<file path="config.mk">
export PLATFORM = sky130hd
export DESIGN_NAME = mult_fix_seq_32_8
export DESIGN_NICKNAME = d
export VERILOG_FILES = /design/src/rtl/mult_fix_seq_32_8.sv
export SDC_FILE = /design/constraint.sdc
export NUM_CORES = 1
export LEC_CHECK = 0
export BUFFER_PORTS_ARGS = -buffer_cell sky130_fd_sc_hd__buf_2
export CAP_MARGIN = 25
export CORE_MARGIN = 2
export CORE_UTILIZATION = 60
export CTS_CLUSTER_SIZE = 24
export DETAILED_ROUTE_END_ITERATION = 12
export PLACE_DENSITY = 0.81
export RECOVER_POWER = 100
export SETUP_SLACK_MARGIN = 0.4
export SYNTH_ARGS = -nofsm -noshare
export SYNTH_HDL_FRONTEND = slang
export SYNTH_SLANG_ARGS = --single-unit
export TNS_END_PERCENT = 10
</file>
<file path="constraint.sdc">
create_clock -name aclk -period 5.6 [get_ports aclk]
set_input_delay 1.12 -clock aclk [delete_from_list [all_inputs] [get_ports aclk]]
set_output_delay 1.12 -clock aclk [all_outputs]
set_load 0.02 [all_outputs]
</file>
<file path="src/rtl/mult_fix_seq_32_8.sv">
// Sequential fixed-point multiplier: saturating (A * B) >> FRAC_B with B in UQ1.7.
// One multiplier bit per cycle (shift-add), eight CALC cycles per operand pair.
module mult_fix_seq_32_8 #(
  parameter int unsigned DATAWIDTH_IN  = 32,
  parameter int unsigned DATAWIDTH_OUT = 32,
  parameter int unsigned FRAC_B        = 7
) (
  input  logic                     aclk,
  input  logic                     aresetn,
  input  logic                     s_axis_a_tvalid,
  input  logic [DATAWIDTH_IN-1:0]  s_axis_a_tdata,
  input  logic                     s_axis_b_tvalid,
  input  logic [7:0]               s_axis_b_tdata,
  output logic                     s_axis_tready,
  output logic                     m_axis_result_tvalid,
  output logic [DATAWIDTH_OUT-1:0] m_axis_result_tdata,
  output logic                     m_axis_result_tuser
);

  localparam int unsigned ACC_W = DATAWIDTH_IN + 8;

  typedef enum logic {
    IDLE = 1'b0,
    CALC = 1'b1
  } state_t;

  state_t             state_q, state_d;
  logic [ACC_W-1:0]   a_q;
  logic [7:0]         b_q;
  logic [ACC_W-1:0]   acc_q;
  logic [2:0]         count_q;

  logic               accept;
  logic               last;
  logic [ACC_W-1:0]   addend;
  logic [ACC_W-1:0]   acc_next;
  logic [ACC_W-1:0]   prod_shift;
  logic               overflow;

  assign s_axis_tready = (state_q == IDLE);
  assign accept        = s_axis_tready && s_axis_a_tvalid && s_axis_b_tvalid;
  assign last          = (count_q == 3'd7);

  // The final partial product is folded in combinationally so the result
  // is registered on the same edge that completes the eighth step.
  always_comb begin
    addend     = b_q[count_q] ? (a_q << count_q) : '0;
    acc_next   = acc_q + addend;
    prod_shift = acc_next >> FRAC_B;
    overflow   = |prod_shift[ACC_W-1:DATAWIDTH_OUT];
  end

  always_ff @(posedge aclk or negedge aresetn) begin
    if (!aresetn) begin
      state_q <= IDLE;
    end else begin
      state_q <= state_d;
    end
  end

  always_comb begin
    state_d = state_q;
    case (state_q)
      IDLE:    if (accept) state_d = CALC;
      CALC:    if (last)   state_d = IDLE;
      default: state_d = IDLE;
    endcase
  end

  always_ff @(posedge aclk or negedge aresetn) begin
    if (!aresetn) begin
      a_q                  <= '0;
      b_q                  <= '0;
      acc_q                <= '0;
      count_q              <= '0;
      m_axis_result_tvalid <= 1'b0;
      m_axis_result_tdata  <= '0;
      m_axis_result_tuser  <= 1'b0;
    end else begin
      m_axis_result_tvalid <= 1'b0;
      case (state_q)
        IDLE: begin
          if (accept) begin
            a_q     <= {{(ACC_W-DATAWIDTH_IN){1'b0}}, s_axis_a_tdata};
            b_q     <= s_axis_b_tdata;
            acc_q   <= '0;
            count_q <= '0;
          end
        end
        CALC: begin
          acc_q   <= acc_next;
          count_q <= count_q + 3'd1;
          if (last) begin
            m_axis_result_tvalid <= 1'b1;
            m_axis_result_tuser  <= overflow;
            m_axis_result_tdata  <= overflow ? '1 : prod_shift[DATAWIDTH_OUT-1:0];
          end
        end
        default: ;
      endcase
    end
  end

endmodule

</file>
Word-level counts from Yosys, hierarchy flattened --
Cells that the tools add are included.
Storage, ports and cells: flip-flop bits (word level) 118, input port bits 44, output and inout port bits 35
Operators by class: add/sub/neg operators 2, $lt $le $gt $ge 1, equality and inequality tests 2, shift operators 1, multiplexer cells 13, bitwise gates (word level) 1, reduce and logical (&&, ||, !) cells 4
Operators with widths (count):
- two-way mux 40 bit | 2
- one-hot mux 40 bit (2 select lines) | 1
- adder 40 bit | 1
- left shift 32 x 3 -> 40 bit | 1
- two-way mux 32 bit | 1
- one-hot mux 3 bit (2 select lines) | 1
- two-way mux 1 bit | 5
- < comparator 3 x 4 -> 1 bit, second input constant | 1
- AND reduction 2 bit | 2
- adder 3 x 1 -> 3 bit, second input constant | 1
- binary-select mux 1 bit (select 3 bit) | 1
- == test 3 bit, second input constant | 1
- two-way mux 3 bit | 1
- logical AND 1 bit | 2
- inequality test 2 x 1 -> 1 bit, second input constant | 1
- one-hot mux 1 bit (2 select lines) | 1
- inverter 1 bit | 1

Depth between registers and ports, before layout --
Gate-level depths: netlist of run 1.
word-level depth 5, mapped depth 19, depth with buffers taken out 15

Worst setup path before layout of run 1 --
OpenSTA, ideal clock, no wires.
path kind register to register, start register count_q[0], end register m_axis_result_tdata[29], library setup time 0.124 ns, data arrival time 4.168 ns, data required time 5.476 ns, slack 1.308 ns, stages on the path, launching flop included 17, buffers on the path 3, clock period less this slack 4.292 ns, cells stage by stage dfrtp_1 -> clkbuf_1 -> buf_1 -> mux4_2 -> nand2_1 -> a21oi_1 -> ha_1 -> buf_2 -> nand4_1 -> or3_1 -> a21o_1 -> a211oi_2 -> o31ai_4 -> o311a_4 -> o21ai_1 -> xor2_1 -> a211o_1
Between the ends: word-level cells in the longest chain between the ends 5, elaborated cells on any way between the ends 8
RTL lines:
- from (decl) | RTL line 31 | logic [2:0] count_q;
- from (signal assigned) | RTL line 92 | count_q <= count_q + 3'd1;
- binary-select mux 1 bit (select 3 bit) | RTL line 47 | addend = b_q[count_q] ? (a_q << count_q) : '0;
- two-way mux 1 bit (implied by the code) | RTL line 47
- two-way mux 40 bit | RTL line 47
- adder 40 bit | RTL line 48 | acc_next = acc_q + addend;
- two-way mux 32 bit | RTL line 96 | m_axis_result_tdata <= overflow ? '1 : prod_shift[DATAWIDTH_OUT-1:0];
- to (signal assigned) | RTL line 96
- to (decl) | RTL line 16 | output logic [DATAWIDTH_OUT-1:0] m_axis_result_tdata,
Several ways; a longest one is shown, not always the timed one. The select of a mux whose other input is x is not followed. A chain may end at the register's enable or synchronous reset.

Worst setup path in the final report of run 1 --
start register count_q[0], end register m_axis_result_tdata[25]
Same word-level chain as after synthesis.

==> results of run 1 <==
-- registers in the layout, indices dropped and copies added (netlist names) --
signal                cells
count_q                   3
state_q                   1
b_q                       8
m_axis_result_tuser       1
a_q                      32
acc_q                    40
m_axis_result_tvalid      1
m_axis_result_tdata      32
-- worst register-to-register path, delay by kind of cell, from the launching register on --
kind / cells / cell delay (ns)
adder cells (fa/ha/maj): 1 / 0.42
AND/OR/NAND/NOR: 2 / 0.79
flip-flops: 1 / 0.39
multiplexers: 1 / 0.51
XOR/XNOR: 1 / 0.17
AO/OA/AOI/OAI: 9 / 2.63
-- how the worst max path moves through the flow --
stage	from	cells past startpoint	slack [ns]	endpoint
after floorplan	count_q[0]	16	1.31	m_axis_result_tdata[29]
after global placement	count_q[0]	15	0.97	m_axis_result_tdata[5]
after detailed placement	count_q[0]	15	0.76	m_axis_result_tdata[3]
after CTS	count_q[0]	15	0.64	m_axis_result_tdata[10]
after global routing	count_q[0]	14	0.38	m_axis_result_tdata[25]
final	count_q[0]	14	0.58	m_axis_result_tdata[25]
-- area by class of cell --
cell class	count	area, µm²	share of cell area (%)
Clock buffer	22	464	5.33
Clock inverter	9	103	1.18
Inverter	14	52.6	0.604
Multi-Input combinational cell	618	4480	51.5
Sequential cell	118	2950	33.9
Tap cell	172	215	2.47
Timing Repair Buffer	91	430	4.95
-- metrics by stage --
stage / util (%) / hold WS (ns) / instances
6_report: 69.2 / 0.465 / 1044
5_1_grt: 69.2 / 0.495 / 1044
4_1_cts: 70.0 / 0.465 / 1043
3_5_place_dp: 65.5 / 0.452 / 1012
3_3_place_gp: 65.5 / 0.443 / 1012
2_1_floorplan: - / 0.456 / 796
-- cells by family after synthesis --
family                   after synthesis  share of synthesized area (%)
AO/OA/AOI/OAI                        225                           19.7
AND/OR/NAND/NOR                      222                           12.2
adder cells (fa/ha/maj)               42                           6.92
XOR/XNOR                              39                           4.44
flip-flops                           118                           38.3
multiplexers                          90                           15.3
buffers and inverters                 60                           3.01
-- metal layers --
metal	global-route usage [%]	vias up	share of wire, %
met5	0	-	0
met4	9.49	0	1.3
met3	5.10	19	5.4
met2	48.0	217	47
met1	43.6	3093	46
li1	-	3014	-
-- repair_timing --
item / 4_1_cts / 5_1_grt
hold endpoints to repair: 0 / 0
resized for setup: 0 / 1
setup endpoints to repair: 0 / 14
-- cell usage after synthesis, drive strengths merged (5+ instances only) --
library cell / n
a211oi: 5
a21o: 21
a21oi: 77
a22o: 35
and2: 5
buf: 15
clkbuf: 31
dfrtp: 118
ha: 41
inv: 13
mux2: 44
mux2i: 28
mux4: 18
nand2: 101
nand2b: 6
nand4: 6
nor2: 77
nor2b: 6
nor3: 5
o21ai: 43
o21bai: 5
o22a: 6
or3: 5
xnor2: 18
xor2: 21
==> impl_table.tex, run 1 <==
\begin{tabular}{lr}
\hline
Metric & Value \\
\hline
\multicolumn{2}{l}{\textbf{Outcome}} \\
\quad Outcome & finished, violations left \\
\quad Violations in the final reports & max-capacitance violations, max-slew violations \\
\multicolumn{2}{l}{\textbf{Die}} \\
\quad Initial core utilization & between 60\% and 70\% \\
\quad Number of placement rows & a little over 40 \\
\quad Horizontal extent of the die & between 100 and 150 µm \\
\quad Area inside the core boundary & approximately 13000 µm² \\
\quad Vertical die dimension & between 100 and 150 µm \\
\quad Die Area & roughly 14000 µm² \\
\quad Top Ports & 79 \\
\multicolumn{2}{l}{\textbf{Finish}} \\
\quad Ratio of cells with drive above 1 in the final layout & between 10\% and 20\% \\
\quad Cell area after layout & roughly 8700 µm² \\
\quad Commonest cells after routing, fill and taps aside & 117 x dfrtp\_1, 101 x nand2\_1, 77 x nor2\_1, 77 x a21oi\_1, 44 x mux2\_2 \\
\quad Area delta synth->final & 13.0\% \\
\quad Diodes inserted & 0 \\
\quad Commonest non-fill, non-tap cell in the layout & dfrtp\_1 \\
\quad FILL cells & a little over 1k \\
\quad Final net count & 946 \\
\multicolumn{2}{l}{\textbf{Setup path}} \\
\quad R2R Path End & m\_axis\_result\_tdata[25] \\
\quad Worst reg2reg path depth & 14 \\
\quad Critical Setup Path Class & reg -> reg \\
\quad Ordered list of cells on the worst path & mux4\_2 -> nand2\_1 -> and2\_1 -> a21oi\_1 -> ha\_1 -> a21o\_1 -> a311o\_1 -> a221oi\_1 -> a211oi\_1 -> o31ai\_1 -> o221a\_2 -> o21ai\_0 -> xor2\_1 -> a211o\_1 \\
\quad Slowest stage delay, CP & 0.65 ns \\
\quad Worst-case register-to-register setup slack & around 0.58 ns \\
\quad Critical path buffer and inverter count & 0 \\
\quad Sort of element at the end of the critical path & flop \\
\quad Startpoint of the worst-slack reg-to-reg timing path & count\_q[0] \\
\quad Highest fanout seen on the critical path & 20 \\
\quad Data arrival time of the critical path & $\sim$5.3 ns \\
\quad Highest-delay cell along the critical path & o31ai\_1 \\
\quad Required time of the critical path & around 6 ns \\
\quad CP Launch Type & flop \\
\quad Family with the most delay on the worst path & compound AO/OA/AOI/OAI gates \\
\multicolumn{2}{l}{\textbf{Clock tree}} \\
\quad Total CTS buffers & 17 \\
\quad Worst skew pair latency & 0.42 ns \\
\quad Quantity of hold-fixing buffers added after cts & 0 \\
\quad Clock slew at reported path FFs & $\sim$0.05 ns \\
\quad Maximum buffer depth of the clock tree & 2 \\
\quad Cell chosen for the clock root & clkbuf\_16 \\
\quad Setup Fix Bufs, Post-CTS & 0 \\
\quad Max H-tree Level & 4 \\
\quad Number of clock sinks & 118 \\
\quad CTS tree & done \\
\multicolumn{2}{l}{\textbf{Yosys}} \\
\quad Sequential element share of the synthesized area & a little under two fifths \\
\quad Share of the synthesized area in the top cell type & about two fifths \\
\quad Share of synthesized flip-flops with an asynchronous set or reset & between 90\% and 100\% \\
\quad Post-synthesis instance area & roughly 7700 µm² \\
\quad Post-synthesis instance total & 796 \\
\quad Average size of a mapped cell & $\sim$9.7 µm² \\
\quad Predominant post-synthesis flop cell & dfrtp\_1 \\
\quad Library cell with the largest summed area after synthesis & dfrtp\_1 \\
\quad Number of different library cells in the post-synthesis netlist & 60 \\
\quad Synthesized netlist net count & $\sim$880 \\
\quad Number of flops mapped to enable cells by yosys & 0 \\
\quad Post-synthesis register bit count & 118 \\
\quad Number of warnings printed during yosys synthesis & 0 \\
\quad Dominant cells by area after synthesis & dfrtp\_1 38\%, ha\_1 6.7\%, mux2\_2 6.4\%, mux4\_2 5.3\%, a21oi\_1 5.0\% \\
\multicolumn{2}{l}{\textbf{Global routing}} \\
\quad Global-route wire length before repair & between 30 and 40 mm \\
\quad Antenna violations before repair & 0 \\
\quad Grt ovf & 0 \\
\quad Pin count of the biggest net entering global routing & 77 \\
\quad Number of global-route vias before repair & $\sim$6k \\
\quad GRT Overall Usage & a little under a third \\
\multicolumn{2}{l}{\textbf{Placed design}} \\
\quad Quantity of I/O buffers inserted on ports & just under 80 \\
\quad Cell Area, Placed & 8230 µm² \\
\quad Post-DP HPWL & between 10 and 15 mm \\
\quad Routability cong. & around 0.96 \\
\quad Worst setup slack before clock tree synthesis & about 0.76 ns \\
\multicolumn{2}{l}{\textbf{Routing}} \\
\quad Routed wirelength normalized by instance count & roughly 19 µm \\
\quad Overall via count from detail\_route & $\sim$6.3k \\
\quad Final antenna-violating net count & 0 \\
\quad Detailed Routing Iterations Pass 1 & 5 \\
\quad Violation count after the first detailed-routing iteration & about 450 \\
\quad Residual DRC & 0 \\
\quad Mean number of vias per cell & about 6 \\
\quad Routed wire length & between 15 and 20 mm \\
\multicolumn{2}{l}{\textbf{Timing}} \\
\quad Final setup viols & 0 \\
\quad Final Skew & 0.00828 ns \\
\quad Measured slew at the worst slew-check pin & 2.39 ns \\
\quad Setup TNS & 0 ns \\
\quad Highest achievable clock rate & between 150 and 200 MHz \\
\quad Count of final hold-check violations & 0 \\
\quad Slew margin rel. & -59.4\% \\
\quad Final critical path time including I/O delays and setup & between 5 and 6 ns \\
\quad Final worst-path setup slack & approximately 0.58 ns \\
\quad RSZ-0062 raised after global routing & no \\
\quad Slew Viols, Final & approximately 130 \\
\quad Post-route clock period utilization & between 80\% and 90\% \\
\multicolumn{2}{l}{\textbf{Worst hold path}} \\
\quad Hold WC Path Type & reg -> reg \\
\quad Worst-case hold path end point & m\_axis\_result\_tdata[22] \\
\quad Worst hold path startpoint & m\_axis\_result\_tdata[22] \\
\quad Depth of the worst hold-timing path & 2 \\
\multicolumn{2}{l}{\textbf{Job}} \\
\quad Maximum capacitance violations & 3 \\
\hline
\end{tabular}
Power of run 1 is left out: the tool's default activity adds up to more than one toggle a clock period on the data nets, which glitch-free logic cannot reach.
==> run 2: changes to the inputs <==
--- a/config.mk
+++ b/config.mk
@@ -5,10 +5,11 @@
 export SDC_FILE = /design/constraint.sdc
 export NUM_CORES = 1
 export LEC_CHECK = 0
+export ABC_AREA = 1
 export BUFFER_PORTS_ARGS = -buffer_cell sky130_fd_sc_hd__buf_2
 export CAP_MARGIN = 25
 export CORE_MARGIN = 2
-export CORE_UTILIZATION = 60
+export CORE_UTILIZATION = 61
 export CTS_CLUSTER_SIZE = 24
 export DETAILED_ROUTE_END_ITERATION = 12
 export PLACE_DENSITY = 0.81
==> constraint.sdc (replaced) <==
create_clock -name aclk -period 5.1 [get_ports aclk]
set_input_delay 1.02 -clock aclk [delete_from_list [all_inputs] [get_ports aclk]]
set_output_delay 1.02 -clock aclk [all_outputs]
set_load 0.02 [all_outputs]
==> run 2 against run 1 <==
  * The flow still finishes with violations (max-capacitance violations, max-slew violations)
  * Final area grew 13%
  * Sequential share of layout area shrank 4.0 points
  * Largest cell class unchanged
  * Clock-buffer cell count fell by 2
==> impl_table.tex, run 2 <==
\begin{tabular}{lr}
\hline
Metric & Value \\
\hline
\multicolumn{2}{l}{\textbf{Routing}} \\
\quad Overall via count from detail\_route & 8623 (+36\%) \\
\quad Violation count after the first detailed-routing iteration & 551 (+23\%) \\
\quad Detailed Routing Iterations Pass 1 & 6 (+1) \\
\quad Residual DRC & 0 (unchanged) \\
\quad Final antenna-violating net count & 0 (unchanged) \\
\quad Routed metal-1 wirelength & 11.1 mm (+19\%) \\
\quad Mean number of vias per cell & 5.34 (-12\%) \\
\quad Routed wire length & 23.5 mm (+18\%) \\
\quad Routed wirelength normalized by instance count & 14.5 µm (-24\%) \\
\quad Met3 wire length & 1.27 mm (+18\%) \\
\quad Routed met2 length & 10.5 mm (+12\%) \\
\quad Uppermost routed layer & met4 \\
\multicolumn{2}{l}{\textbf{Setup path}} \\
\quad Critical Setup Path Class & reg -> reg \\
\quad Startpoint of the worst-slack reg-to-reg timing path & state\_q \\
\quad Sort of element at the end of the critical path & flop \\
\quad Data arrival time of the critical path & 4.78 ns (-0.55 ns) \\
\quad Required time of the critical path & 5.42 ns (-0.48 ns) \\
\quad R2R Path End & acc\_q[17] \\
\quad Worst reg2reg path depth & 8 (-6) \\
\quad Worst-case register-to-register setup slack & 0.64 ns (+0.07 ns) \\
\quad Highest fanout seen on the critical path & 43 (+110\%) \\
\quad CP Launch Type & flop \\
\multicolumn{2}{l}{\textbf{Timing}} \\
\quad RSZ-0062 raised after global routing & no \\
\quad Slew margin rel. & -60.0\% (-0.61 points) \\
\quad Setup TNS & 0 ns (unchanged) \\
\quad Slew Viols, Final & 187 (+45\%) \\
\quad Measured slew at the worst slew-check pin & 2.40 ns (+0.00920 ns) \\
\quad Final setup viols & 0 (unchanged) \\
\quad Final critical path time including I/O delays and setup & 4.46 ns (-0.566 ns) \\
\quad Post-route clock period utilization & 87.4\% (-2.3 points) \\
\quad Count of final hold-check violations & 0 (unchanged) \\
\quad Final Skew & 0.00750 ns (-0.000780 ns) \\
\quad Highest achievable clock rate & 224 MHz (+13\%) \\
\multicolumn{2}{l}{\textbf{Global routing}} \\
\quad Grt ovf & 0 (unchanged) \\
\quad Pin count of the biggest net entering global routing & 64 (-17\%) \\
\quad Antenna violations before repair & 0 (unchanged) \\
\quad Number of global-route vias before repair & 7886 (+28\%) \\
\quad GRT Overall Usage & 30.7\% (+0.11 points) \\
\quad Global-route wire length before repair & 38.8 mm (+21\%) \\
\multicolumn{2}{l}{\textbf{Die}} \\
\quad Number of placement rows & 44 (+7.3\%) \\
\quad Area inside the core boundary & 14500 µm² (+15\%) \\
\quad Initial core utilization & 62.1\% (+0.82 points) \\
\quad Vertical die dimension & 125 µm (+6.9\%) \\
\quad Horizontal extent of the die & 125 µm (+6.9\%) \\
\quad Top Ports & 79 (unchanged) \\
\quad Die Area & 15700 µm² (+14\%) \\
\multicolumn{2}{l}{\textbf{Placed design}} \\
\quad Cell Area, Placed & 9490 µm² (+15\%) \\
\quad Quantity of I/O buffers inserted on ports & 78 (unchanged) \\
\quad Routability cong. & 1.03 (+7.1\%) \\
\quad Post-DP HPWL & 18.0 mm (+27\%) \\
\multicolumn{2}{l}{\textbf{Yosys}} \\
\quad Library cell with the largest summed area after synthesis & dfrtp\_1 \\
\quad Post-synth top cells & 490 x nand2\_1, 161 x inv\_1, 159 x nor2\_1 \\
\quad Share of synthesized flip-flops with an asynchronous set or reset & 100\% (unchanged) \\
\quad Post-synthesis instance area & 8990 µm² (+17\%) \\
\quad Number of warnings printed during yosys synthesis & 0 (unchanged) \\
\quad Post-synthesis register bit count & 118 (unchanged) \\
\quad Synthesized netlist net count & 1439 (+63\%) \\
\quad Most repeated cell in the gate-level netlist after synthesis & nand2\_1 \\
\quad Sequential element share of the synthesized area & 32.9\% (-5.5 points) \\
\quad Post-synthesis instance total & 1353 (+70\%) \\
\quad Number of different library cells in the post-synthesis netlist & 43 (-28\%) \\
\quad Share of the synthesized area in the top cell type & 32.9\% (-5.5 points) \\
\quad Number of flops mapped to enable cells by yosys & 0 (unchanged) \\
\quad Predominant post-synthesis flop cell & dfrtp\_1 \\
\quad Dominant cells by area after synthesis & dfrtp\_1 33\%, nand2\_1 20\%, inv\_1 6.7\%, nor2\_1 6.6\%, ha\_1 5.7\% \\
\quad Average size of a mapped cell & 6.64 µm² (-31\%) \\
\multicolumn{2}{l}{\textbf{Clock tree}} \\
\quad Total CTS buffers & 17 (unchanged) \\
\quad Worst skew pair latency & 0.43 ns (about the same) \\
\quad Quantity of hold-fixing buffers added after cts & 0 (unchanged) \\
\quad Max H-tree Level & 4 (unchanged) \\
\quad Number of clock sinks & 118 (unchanged) \\
\quad CTS tree & done \\
\quad Maximum buffer depth of the clock tree & 2 (unchanged) \\
\quad Quantity of gates resized following cts & 0 (unchanged) \\
\quad Clock slew at reported path FFs & 0.06 ns (about the same) \\
\quad Cell chosen for the clock root & clkbuf\_16 \\
\quad Setup Fix Bufs, Post-CTS & 0 (unchanged) \\
\multicolumn{2}{l}{\textbf{Finish}} \\
\quad Commonest cells after routing, fill and taps aside & 510 x nand2\_1, 161 x inv\_1, 159 x nor2\_1, 118 x dfrtp\_1, 109 x o21ai\_0 \\
\quad Finished Core Util & 68.2\% (-1.0 points) \\
\quad Area taken by multi-input logic gates & 5090 µm² (+13\%) \\
\quad Area delta synth->final & 9.86\% \\
\quad FILL cells & 1349 (+32\%) \\
\quad Ratio of cells with drive above 1 in the final layout & 10.4\% (-6.9 points) \\
\quad Diodes inserted & 0 (unchanged) \\
\quad Cell area after layout & 9870 µm² (+13\%) \\
\quad Combined flip-flop and latch cell area & 2950 µm² (about the same) \\
\quad Commonest non-fill, non-tap cell in the layout & nand2\_1 \\
\quad Register with the highest flop count & acc\_q \\
\quad Biggest registers after layout & acc\_q (40), a\_q (32), m\_axis\_result\_tdata (32) \\
\quad Max reg flops & 40 (unchanged) \\
\quad Final net count & 1504 (+59\%) \\
\multicolumn{2}{l}{\textbf{Worst hold path}} \\
\quad Depth of the worst hold-timing path & 2 (unchanged) \\
\quad Worst hold path startpoint & m\_axis\_result\_tdata[17] \\
\quad Worst-case hold path end point & m\_axis\_result\_tdata[17] \\
\quad Hold WC Path Type & reg -> reg \\
\multicolumn{2}{l}{\textbf{Outcome}} \\
\quad Violations in the final reports & max-capacitance violations, max-slew violations \\
\quad Outcome & finished, violations left \\
\multicolumn{2}{l}{\textbf{Job}} \\
\quad Maximum capacitance violations & 4 (+1) \\
\hline
\end{tabular}
run 2: worst max path at each step:
stage                           from                       to  cells past startpoint
after global placement    count_q[0]  m_axis_result_tdata[27]                     21
after global routing         state_q                 acc_q[8]                      8
after CTS                 count_q[0]   m_axis_result_tdata[6]                     22
after detailed placement  count_q[0]   m_axis_result_tdata[6]                     22
after floorplan           count_q[0]  m_axis_result_tdata[29]                     23
final                        state_q                acc_q[17]                      8
run 2: worst max-delay path, cell delays in order, from the launching register on:
cell      delay (ns)
dfrtp_1         0.68
inv_1           0.13
nand3_1         0.11
clkbuf_1        1.56
nand2_1         0.62
inv_1           0.26
clkbuf_2        0.70
nand2_1         0.14
o21ai_0         0.12
run 2: per-stage QoR:
stage               worst slack, ns  std cells  hold slack [ns]
finish                        0.644       1615            0.472
CTS                           0.963       1615            0.420
global placement              0.961       1582            0.459
detailed placement            0.979       1583            0.459
global route                  0.268       1615            0.494
floorplan                      2.21       1353            0.459
run 2: final cells by class:
type | count | area share, %
repair buffers | 91 | 4.30
clock inverters | 12 | 1.08
inverters | 167 | 6.35
flip-flops and latches | 118 | 29.9
clock buffers | 20 | 4.52
multi-input cells | 1023 | 51.5
well taps | 184 | 2.33
run 2: kinds of logic after synthesis:
group | count (synthesis) | synth area share, %
AO/OA/AOI/OAI | 173 | 10.6
AND/OR/NAND/NOR | 749 | 34.1
XOR/XNOR | 19 | 1.85
flip-flops | 118 | 32.9
buffers and inverters | 212 | 9.69
multiplexers | 40 | 4.98
adder cells (fa/ha/maj) | 42 | 5.93
run 2: layer usage:
metal	GRT usage [%]	up-vias
li1	-	4363
met1	43.2	3924
met2	48.3	287
met3	4.88	49
met4	11.0	0
met5	0	-
Power of run 2 is left out for the same reason.
==> run 3: changes to the inputs <==
==> constraint.sdc (replaced) <==
create_clock -name aclk -period 5.1 [get_ports aclk]
set_input_delay 0.765 -clock aclk [delete_from_list [all_inputs] [get_ports aclk]]
set_output_delay 0.765 -clock aclk [all_outputs]
set_load 0.02 [all_outputs]
==> run 3 against run 2 <==
  * The run still ends with max-capacitance violations, max-slew violations left
  * Register-to-register slack about the same
  * Global-route usage is 0.69 points higher
  * Hold slack lost 0.068 ns
  * Maximum frequency rose by 0.24%
  * First-iteration DRC count fell by 3.8%
  * Utilization is 0.82 points higher
  * Die area stayed put
  * Final cell count unchanged
  * Worst setup slack improved by 0.011 ns
  * Flip-flop and latch count stayed put
  * Critical path type unchanged
  * Critical endpoint is now acc_q[14]
==> impl_table.tex, run 3 (synthesis gave the netlist of run 2 again) <==
\begin{tabular}{lr}
\hline
Metric & Value \\
\hline
\multicolumn{2}{l}{\textbf{Outcome}} \\
\quad Outcome & finished, violations left \\
\quad Violations in the final reports & max-capacitance violations, max-slew violations \\
\multicolumn{2}{l}{\textbf{Die}} \\
\quad Horizontal extent of the die & 125 µm (unchanged) \\
\quad Number of placement rows & 44 (unchanged) \\
\quad Area inside the core boundary & 14500 µm² (unchanged) \\
\quad Top Ports & 79 (unchanged) \\
\quad Vertical die dimension & 125 µm (unchanged) \\
\quad Die Area & 15700 µm² (unchanged) \\
\quad Initial core utilization & 62.1\% (unchanged) \\
\multicolumn{2}{l}{\textbf{Placed design}} \\
\quad Post-DP HPWL & 18.2 mm (+0.66\%) \\
\quad Quantity of I/O buffers inserted on ports & 78 (unchanged) \\
\quad Routability cong. & 0.978 (-4.8\%) \\
\multicolumn{2}{l}{\textbf{Global routing}} \\
\quad Antenna violations before repair & 0 (unchanged) \\
\quad Pin count of the biggest net entering global routing & 56 (-13\%) \\
\quad GRT Overall Usage & 31.4\% (+0.69 points) \\
\quad Number of global-route vias before repair & 8146 (+3.3\%) \\
\quad Grt ovf & 0 (unchanged) \\
\quad Global-route wire length before repair & 39.7 mm (+2.4\%) \\
\multicolumn{2}{l}{\textbf{Routing}} \\
\quad Final antenna-violating net count & 0 (unchanged) \\
\quad Routed metal-1 wirelength & 11.2 mm (+1.0\%) \\
\quad Residual DRC & 0 (unchanged) \\
\quad Overall via count from detail\_route & 8636 (+0.15\%) \\
\quad Routed wirelength normalized by instance count & 14.8 µm (+2.0\%) \\
\quad Detailed Routing Iterations Pass 1 & 5 (-1) \\
\quad Routed met2 length & 10.5 mm (+0.61\%) \\
\quad Routed wire length & 23.9 mm (+2.0\%) \\
\quad Uppermost routed layer & met4 \\
\quad Violation count after the first detailed-routing iteration & 530 (-3.8\%) \\
\quad Met3 wire length & 1.47 mm (+16\%) \\
\quad Mean number of vias per cell & 5.35 (+0.15\%) \\
\multicolumn{2}{l}{\textbf{Timing}} \\
\quad Post-route clock period utilization & 87.2\% (-0.21 points) \\
\quad Measured slew at the worst slew-check pin & 2.92 ns (+0.523 ns) \\
\quad RSZ-0062 raised after global routing & no \\
\quad Final setup viols & 0 (unchanged) \\
\quad Setup TNS & 0 ns (unchanged) \\
\quad Highest achievable clock rate & 225 MHz (+0.24\%) \\
\quad Hold slack final & 0.404 ns (-0.0682 ns) \\
\quad Final Skew & 0.00939 ns (+0.00190 ns) \\
\quad Count of final hold-check violations & 0 (unchanged) \\
\quad Final critical path time including I/O delays and setup & 4.45 ns (-0.0105 ns) \\
\quad Slew margin rel. & -94.8\% (-35 points) \\
\quad Slew Viols, Final & 183 (-2.1\%) \\
\multicolumn{2}{l}{\textbf{Clock tree}} \\
\quad Number of clock sinks & 118 (unchanged) \\
\quad Setup Fix Bufs, Post-CTS & 0 (unchanged) \\
\quad Maximum buffer depth of the clock tree & 2 (unchanged) \\
\quad Cell chosen for the clock root & clkbuf\_16 \\
\quad Quantity of gates resized following cts & 0 (unchanged) \\
\quad Quantity of hold-fixing buffers added after cts & 0 (unchanged) \\
\quad Total CTS buffers & 17 (unchanged) \\
\quad CTS tree & done \\
\quad Max H-tree Level & 4 (unchanged) \\
\quad Clock slew at reported path FFs & 0.06 ns (about the same) \\
\quad Worst skew pair latency & 0.43 ns (about the same) \\
\multicolumn{2}{l}{\textbf{Finish}} \\
\quad Diodes inserted & 0 (unchanged) \\
\quad Register with the highest flop count & acc\_q \\
\quad Area delta synth->final & 11.2\% \\
\quad FILL cells & 1382 (+2.4\%) \\
\quad Commonest cells after routing, fill and taps aside & 512 x nand2\_1, 161 x inv\_1, 159 x nor2\_1, 118 x dfrtp\_1, 109 x o21ai\_0 \\
\quad Ratio of cells with drive above 1 in the final layout & 10.3\% (-0.070 points) \\
\quad Biggest registers after layout & acc\_q (40), a\_q (32), m\_axis\_result\_tdata (32) \\
\quad Commonest non-fill, non-tap cell in the layout & nand2\_1 \\
\quad Max reg flops & 40 (unchanged) \\
\quad Final net count & 1504 (unchanged) \\
\multicolumn{2}{l}{\textbf{Setup path}} \\
\quad R2R Path End & acc\_q[14] \\
\quad Startpoint of the worst-slack reg-to-reg timing path & state\_q \\
\quad Critical Setup Path Class & reg -> reg \\
\quad Required time of the critical path & 5.42 ns (about the same) \\
\quad Sort of element at the end of the critical path & flop \\
\quad Data arrival time of the critical path & 4.77 ns (about the same) \\
\quad Worst-case register-to-register setup slack & 0.65 ns (about the same) \\
\quad Highest fanout seen on the critical path & 41 (-4.7\%) \\
\quad CP Launch Type & flop \\
\quad Worst reg2reg path depth & 8 (unchanged) \\
\multicolumn{2}{l}{\textbf{Worst hold path}} \\
\quad Hold WC Path Type & in -> async \\
\multicolumn{2}{l}{\textbf{Job}} \\
\quad Maximum capacitance violations & 4 (unchanged) \\
\hline
\end{tabular}
run 3: how the worst max path moves through the flow:
stage               startpoint                      end  cells after the start  slack [ns]
finish                 state_q                acc_q[14]                      8        0.65
global route           state_q                acc_q[26]                      8        0.27
CTS                 count_q[0]   m_axis_result_tdata[1]                     20        0.98
detailed placement  count_q[0]   m_axis_result_tdata[1]                     22        1.00
global placement    count_q[0]  m_axis_result_tdata[27]                     22        1.06
floorplan           count_q[0]  m_axis_result_tdata[29]                     23        2.21
run 3: worst max-delay path: stages, from the launching register on:
cell and delay (ns):
dfrtp_1 0.71, inv_1 0.14, nand3_1 0.16, clkbuf_1 1.48, nand2_1 0.56, inv_1 0.62
buf_4 0.41, nand2_1 0.11, o21ai_0 0.10
run 3: area by class of cell:
| cell class | instances | area [µm²] | share of cell area [%] |
|---|---|---|---|
| multi-input combinational | 1023 | 5080 | 50.9 |
| sequential | 118 | 2950 | 29.5 |
| inverter | 167 | 627 | 6.27 |
| clock buffer | 21 | 480 | 4.81 |
| timing repair buffer | 91 | 425 | 4.26 |
| tap | 184 | 230 | 2.30 |
| clock inverter | 11 | 195 | 1.95 |
run 3: metal layers:
layer	track usage, %	vias to the layer above
li1	-	4365
met1	44.5	3925
met2	48.6	298
met3	4.11	48
met4	13.3	0
met5	0	-
run 3: stage by stage:
step | utilization (%) | cell area [µm²] | cells | setup slack, ns
after floorplan | - | 8990 | 1353 | 2.21
after global placement | 65.3 | 9460 | 1581 | 1.06
after detailed placement | 65.5 | 9480 | 1582 | 1.00
after CTS | 70.2 | 10200 | 1614 | 0.978
after global routing | 69.0 | 9990 | 1615 | 0.273
final | 69.0 | 9990 | 1615 | 0.654
Power of run 3 is left out for the same reason.
